`config.mk`:
```
export PLATFORM = sky130hd
export DESIGN_NAME = branch_redirect_ctrl
export DESIGN_NICKNAME = d
export VERILOG_FILES = /design/src/rtl/bp_pkg.sv /design/src/rtl/bp_meta_pipe.sv /design/src/rtl/branch_redirect_ctrl.sv
export SDC_FILE = /design/constraint.sdc
export NUM_CORES = 1
export LEC_CHECK = 0
export ABC_AREA = 1
export ABC_CLOCK_PERIOD_IN_PS = 3700
export CELL_PAD_IN_SITES_DETAIL_PLACEMENT = 0
export CELL_PAD_IN_SITES_GLOBAL_PLACEMENT = 1
export CORE_MARGIN = 2
export CORE_UTILIZATION = 36
export DETAILED_ROUTE_END_ITERATION = 8
export GPL_TIMING_DRIVEN = 0
export PLACE_DENSITY_LB_ADDON = 0.08
export REMOVE_ABC_BUFFERS = 1
export SLEW_MARGIN = 20
export SYNTH_ARGS = -nofsm -noshare
export SYNTH_HDL_FRONTEND = slang
export SYNTH_SLANG_ARGS = --single-unit
```
`constraint.sdc`:
```
create_clock -name clk -period 3.7 [get_ports clk]
set_input_delay 0.74 -clock clk [delete_from_list [all_inputs] [get_ports clk]]
set_output_delay 0.74 -clock clk [all_outputs]
set_load 0.1 [all_outputs]
```
`src/rtl/bp_pkg.sv`:
```
// bp_pkg: shared FSM states, prediction metadata and constants for branch_redirect_ctrl.
package bp_pkg;

    localparam int PC_W    = 20;
    localparam int PC_STEP = 4;

    typedef enum logic [1:0] {IDLE, REDIRECT, DRAIN} bp_state_e;

    typedef struct packed {
        logic            valid;
        logic            pred_taken;
        logic [PC_W-1:0] pred_target;
    } bp_meta_t;

endpackage

```
`src/rtl/bp_meta_pipe.sv`:
```
// bp_meta_pipe: carries fetch-time predictions through D and EX, honouring stalls and flush.
module bp_meta_pipe
    import bp_pkg::*;
(
    input  logic     clk,
    input  logic     rst,
    input  bp_meta_t f_meta_i,
    input  logic     f_stall_i,
    input  logic     mem_stall_i,
    input  logic     flush_i,
    output bp_meta_t ex_meta_o
);

    bp_meta_t d_q, ex_q;

    // Flush beats advance; a front-end-only stall holds D and feeds a bubble into EX.
    always_ff @(posedge clk) begin
        if (rst || flush_i) begin
            d_q.valid  <= 1'b0;
            ex_q.valid <= 1'b0;
        end else if (!mem_stall_i) begin
            ex_q <= f_stall_i ? '0 : d_q;
            if (!f_stall_i) d_q <= f_meta_i;
        end
    end

    assign ex_meta_o = ex_q;

endmodule

```
`src/rtl/branch_redirect_ctrl.sv`:
```
// branch_redirect_ctrl: mispredict detection, registered redirect/flush and BTB write gating.
// Optional statistics counters are built when BP_STATS_EN is defined.
module branch_redirect_ctrl
    import bp_pkg::*;
#(
    parameter int PC_BITS       = PC_W,
    parameter int REFILL_CYCLES = 2,
    parameter int CNT_W         = 32
) (
    input  logic               clk,
    input  logic               rst,
    input  logic               F_valid,
    input  logic [PC_BITS-1:0] F_pc,
    input  logic               F_BP_taken,
    input  logic [PC_BITS-1:0] F_BP_target_pc,
    input  logic               F_stall,
    input  logic               MEM_stall,
    input  logic               EX_brn,
    input  logic [PC_BITS-1:0] EX_pc,
    input  logic [PC_BITS-1:0] EX_alu_out,
    input  logic               EX_true_taken,
    output logic               BTB_upd_en,
    output logic               redirect_valid,
    output logic [PC_BITS-1:0] redirect_pc,
    output logic               flush,
    output logic               busy
`ifdef BP_STATS_EN
    ,
    output logic [CNT_W-1:0]   mispred_cnt,
    output logic [CNT_W-1:0]   branch_cnt
`endif
);

    localparam int RW = REFILL_CYCLES > 1 ? $clog2(REFILL_CYCLES) : 1;

    bp_state_e          state_q;
    logic [RW-1:0]      cnt_q;
    logic               redirect_valid_q, flush_q, busy_q;
    logic [PC_BITS-1:0] redirect_pc_q, redirect_pc_d;
    logic               chk, mispred_d;
    bp_meta_t           f_meta, ex_meta;

    bp_meta_pipe u_meta (
        .clk        (clk),
        .rst        (rst),
        .f_meta_i   (f_meta),
        .f_stall_i  (F_stall),
        .mem_stall_i(MEM_stall),
        .flush_i    (flush_q),
        .ex_meta_o  (ex_meta)
    );

    // Compare the carried prediction with the EX outcome; non-branches predicted taken are aliases.
    always_comb begin
        f_meta        = '{valid: F_valid, pred_taken: F_BP_taken, pred_target: PC_W'(F_BP_target_pc)};
        chk           = state_q == IDLE && ex_meta.valid && !MEM_stall;
        mispred_d     = chk && (EX_brn ? (ex_meta.pred_taken != EX_true_taken ||
                        (EX_true_taken && ex_meta.pred_target != PC_W'(EX_alu_out))) : ex_meta.pred_taken);
        redirect_pc_d = EX_brn && EX_true_taken ? EX_alu_out : EX_pc + PC_BITS'(PC_STEP);
        BTB_upd_en    = !rst && EX_brn && chk;
    end

    // Redirect sequencer: one-cycle redirect/flush, then a drain window ignoring EX.
    always_ff @(posedge clk) begin
        if (rst) begin
            state_q          <= IDLE;
            cnt_q            <= '0;
            redirect_valid_q <= 1'b0;
            redirect_pc_q    <= '0;
            flush_q          <= 1'b0;
            busy_q           <= 1'b0;
        end else begin
            case (state_q)
                IDLE: if (mispred_d) begin
                    state_q          <= REDIRECT;
                    redirect_valid_q <= 1'b1;
                    flush_q          <= 1'b1;
                    busy_q           <= 1'b1;
                    redirect_pc_q    <= redirect_pc_d;
                end
                REDIRECT: begin
                    redirect_valid_q <= 1'b0;
                    flush_q          <= 1'b0;
                    if (REFILL_CYCLES == 0) begin
                        state_q <= IDLE;
                        busy_q  <= 1'b0;
                    end else begin
                        state_q <= DRAIN;
                        cnt_q   <= RW'(REFILL_CYCLES - 1);
                    end
                end
                DRAIN: if (cnt_q == '0) begin
                    state_q <= IDLE;
                    busy_q  <= 1'b0;
                end else begin
                    cnt_q <= cnt_q - 1'b1;
                end
                default: state_q <= IDLE;
            endcase
        end
    end

    assign redirect_valid = redirect_valid_q;
    assign redirect_pc    = redirect_pc_q;
    assign flush          = flush_q;
    assign busy           = busy_q;

`ifdef BP_STATS_EN
    logic [CNT_W-1:0] mispred_cnt_q, branch_cnt_q;

    // Saturating counts of BTB writes and of redirects launched.
    always_ff @(posedge clk) begin
        if (rst) begin
            mispred_cnt_q <= '0;
            branch_cnt_q  <= '0;
        end else begin
            if (mispred_d && mispred_cnt_q != '1) mispred_cnt_q <= mispred_cnt_q + 1'b1;
            if (BTB_upd_en && branch_cnt_q != '1) branch_cnt_q <= branch_cnt_q + 1'b1;
        end
    end

    assign mispred_cnt = mispred_cnt_q;
    assign branch_cnt  = branch_cnt_q;
`endif

endmodule
```
* Word level (Yosys, flattened, before mapping)
Cells that the tools add are included.
Storage, ports and cells: logic and storage cells 56, bits in registers 69, output and inout bits 24, input bits 88
Cells by class: reductions and logical operators 22, mux-type cells 12, add/sub/neg operators 2, equality and inequality tests 6, bitwise operators 3
Operators by type and width (number):
- two-way mux 22 bit | 1
- adder 20 x 3 -> 20 bit, second input constant | 1
- two-way mux 20 bit | 1
- inequality test 20 bit | 1
- AND reduction 2 bit | 5
- logical AND 1 bit | 7
- one-hot mux 1 bit (2 select lines) | 3
- one-hot mux 2 bit (3 select lines) | 1
- AND reduction 3 bit | 2
- nonzero test 2 bit | 3
- two-way mux 1 bit | 4
- two-way mux 2 bit | 2
- inequality test 2 bit, second input constant | 2
- NOT 1 bit | 3
- equality test 2 x 1 -> 1 bit, second input constant | 1
- equality test 2 bit, second input constant | 1
- logical NOT 1 bit | 2
- logical NOT 2 bit | 1
- logical OR 1 bit | 2
- inequality test 1 bit | 1
- subtractor 1 bit, second input constant | 1

* Depth between registers and ports, before layout
depth in word-level cells 7, depth in mapped cells 12, gate-level depth less buffers 12

* By module
A second synthesis with hierarchy kept.
Second synthesis, totals: cells, all modules 419, area, all modules 3403.3 µm²
By module, submodules not included:
- branch_redirect_ctrl | sequential area each 500.5 µm², cells each 319, area each 1875.5 µm², instances 1
- bp_meta_pipe | sequential area each 1301.2 µm², cells each 100, area each 1527.7 µm², instances 1

* Worst setup path before layout
No wires, ideal clock.
kind input -> output, start point input port rst, end point output port BTB_upd_en, path buffers 1, cell stages on the path 4, required time 2.960 ns, path slack 0.526 ns, arrival 2.434 ns, cell sequence inv_1 > clkbuf_1 > nand2_1 > nor2_1
Between the ends: word-level cells in the longest chain between the ends 3
Ends and longest elaborated chain:
- start: declaration | RTL line branch_redirect_ctrl.sv:11 | input logic rst,
- logical NOT 1 bit | RTL line branch_redirect_ctrl.sv:60 | BTB_upd_en = !rst && EX_brn && chk;
- logical AND 1 bit (2 in series) | RTL line branch_redirect_ctrl.sv:60
- end: declaration | RTL line branch_redirect_ctrl.sv:22 | output logic BTB_upd_en,
Every way passes these cells.

* Worst setup path in the final report
Same ends and word-level chain as after synthesis.

==> results.yml <==
status:
  status: "finished, final reports clean"
clocking:
  cts_sinks: 69
  post-cts-setup-buffer-count: 0
  worstSkewPairLatency_ns: 0.35
  htreeDepth: 3
  clk_path_buf_depth: 2
  cts_root_buf: "clkbuf_8"
  cts_buffers: 9
  cts_tree: "built"
  clk_pin_slew_ns: 0.08
die:
  die_h_um: 103
  ioPinCount: 112
  core_sq_mm: 0.00933
  rows: 35
  initial_core_util: 0.375
  die_w_um: 103
  die_area_sq_mm: 0.0105
drt:
  drtPass1Iterations: 4
  wl_per_cell_um: 12.5
  viasPerCell: 4.40
  initialDrtViolationCount: 60
  routed_wl_um: 8390
  dr_total_vias: 2950
  ant_nets: 0
  drcViolationCount: 0
pwr:
  finalPower_mw: 1.72
  p_leak_nw: 1.98
  vdd_ir_drop_max_mv: 0.208
  power.density_mw_per_mm2: 368
logic_synthesis:
  synth_edf_count: 42
  ys_ff_latch: 69
  syn_area_sq_mm: 0.00350
  yosysWarningCount: 0
  synth.most_common_cell: "nand2_1"
  synth.area.top_cells: "edfxtp_1 (36%), dfxtp_1 (15%), nand2_1 (13%)"
  ys.flop_type: "edfxtp_1"
  synth_top_area_frac: 0.360
  yosysTopAreaCell: "edfxtp_1"
  async_flop_share: 0
  syn-instance-count: 446
  synth.yosys.seq_area_share: 0.515
  yosysUniqueCellTypes: 28
  synth.avg_cell_area_sq_um: 7.85
  synth_common_cells: "nand2_1 (118), nor2_1 (74), inv_1 (71), edfxtp_1 (42), dfxtp_1 (27)"
place:
  hpwl_um: 6430
  post_dp_cell_area_sq_mm: 0.00452
  place_congestion: 0.795
  port_buffers: 91
sta:
  setup_viol: 0
  fin_crit_sh: 0.933
  worst_pin_slew_ns: 0.977
  tns_ns: 0
  slew_headroom: 0.347
  finalHoldViolations: 0
  rsz0062_at_grt: "false"
  hold_ws_ns: 0.465
  post-route-min-period_ns: 3.45
  skew_ns: 0.0161
  drv_slew: 0
  fmax_mhz: 290
global_routing:
  antenna_found_initial: 0
  grt_pass1_vias: 2761
  grt_overflow_total: 0
  grt_pass1_wl_um: 13700
  grt_start_max_net_pins: 24
  grt.total_usage: 0.173
layout:
  n_antenna_cell: 0
  final_net_count: 629
  utilization: 0.503
  area_delta_synth_final_pct: 34.0
  post-route-cell-area_sq_mm: 0.00469
  drive_above_1_share: 0.0627
critical_path:
  path_class: "input pin to primary output"
  cp-end-kind: "primary output"
  worstPathArrival_ns: 2.71
  cp_max_fo: 17
  cp.required_ns: 2.96
  worst_setup_path_start_kind: "input pin"
job:
  maxCapViolations: 0
min_path:
  hold_path.class: "register to register"
## layout by cell type (no fill, tap or decap)
cell type        netlist  final
inv_2                  3      2
edfxtp_1              42     42
clkbuf_1               7      1
o21ai_0               26     26
nand3_1               11     11
clkinv_2               0      2
clkinvlp_4             0      3
xnor2_1                6      6
o21bai_1               1      1
clkbuf_8               0      9
xor2_1                 7      7
a21oi_2                2      2
o21ai_1                5      5
nor2_1                74     72
a32o_1                 1      1
nand3b_1               1      1
nand2_1              118    118
nand3_2                1      1
dfxtp_1               27     27
nor3_1                 6      6
inv_1                 71     71
ha_1                   4      4
nor2_4                 1      1
clkdlybuf4s50_1        0     90
nor2_2                 2      4
nand2_2                4      4
nand4_1                4      4
clkinv_1               0      1
nor3_2                 2      2
buf_6                  3      2
inv_6                  0      1
clkdlybuf4s15_2        0      1
a21oi_1               14     14
## metal layers
layer	global-route usage	vias up	part of all wire	wire length [um]
met5	0	-	0	0
met4	0.0615	0	0.0071	60
met3	0.0400	4	0.046	389
met2	0.278	64	0.46	3890
met1	0.229	1312	0.48	4060
li1	-	1570	-	-
## where the power goes
part,switching (mW),internal [mW]
registers,0.0165,0.853
logic,0.175,0.138
clock network,0.300,0.242
## timing repair
action,CTS,global route
gates resized for setup,3,1
hold buffers,0,0
endpoints found under the setup margin,1,1
endpoints found under the hold margin,0,0
## per-stage QoR
step | worst slack [ns] | instances
final | 0.248 | 671
after global routing | 0.0256 | 671
after CTS | 0.193 | 671
after detailed placement | -0.379 | 655
after global placement | -0.392 | 653
after floorplan | 0.660 | 433
## state kept, by name, indices dropped and copies added, names as in the netlist
name,count
u_meta.ex_meta_o,22
redirect_pc,20
u_meta.d_q,22
flush,1
cnt_q,1
state_q,2
busy,1
## worst paths after layout
check,startpoint,to,slack [ns],cells past startpoint
setup / recovery,rst,BTB_upd_en,0.25,5
hold / removal,redirect_pc[17]$_SDFFE_PP0P_,redirect_pc[17]$_SDFFE_PP0P_,0.47,2
setup reg to reg,state_q[0]$_SDFFE_PP0P_,redirect_pc[18]$_SDFFE_PP0P_,1.63,8
hold reg to reg,redirect_pc[17]$_SDFFE_PP0P_,redirect_pc[17]$_SDFFE_PP0P_,0.47,2
## area by class of cell
class	count	area (sq um)
Fill cell	964	4640
Sequential cell	69	1800
Multi-Input combinational cell	290	1350
Timing Repair Buffer	93	935
Inverter	74	279
Tap cell	129	161
Clock buffer	10	128
Clock inverter	6	40.0
## worst max-delay path: stages
cell	delay (ns)
clkdlybuf4s50_1	0.66
inv_1	0.53
nand2_1	0.09
nor2_1	0.12
clkdlybuf4s15_2	0.56
## logic make-up (layout without fill, tap and decap cells)
logic type                 Yosys count  in the layout  share of synthesized area
and+or+nand+nor                    224            224                      0.262
buffers and inverters               87            183                      0.102
DFF                                 69             69                      0.515
AOI/OAI and AO/OA                   49             49                     0.0743
xor gates and xnor gates            13             13                     0.0325
adders and majority gates            4              4                     0.0143
(Power assumes the default switching activity.)
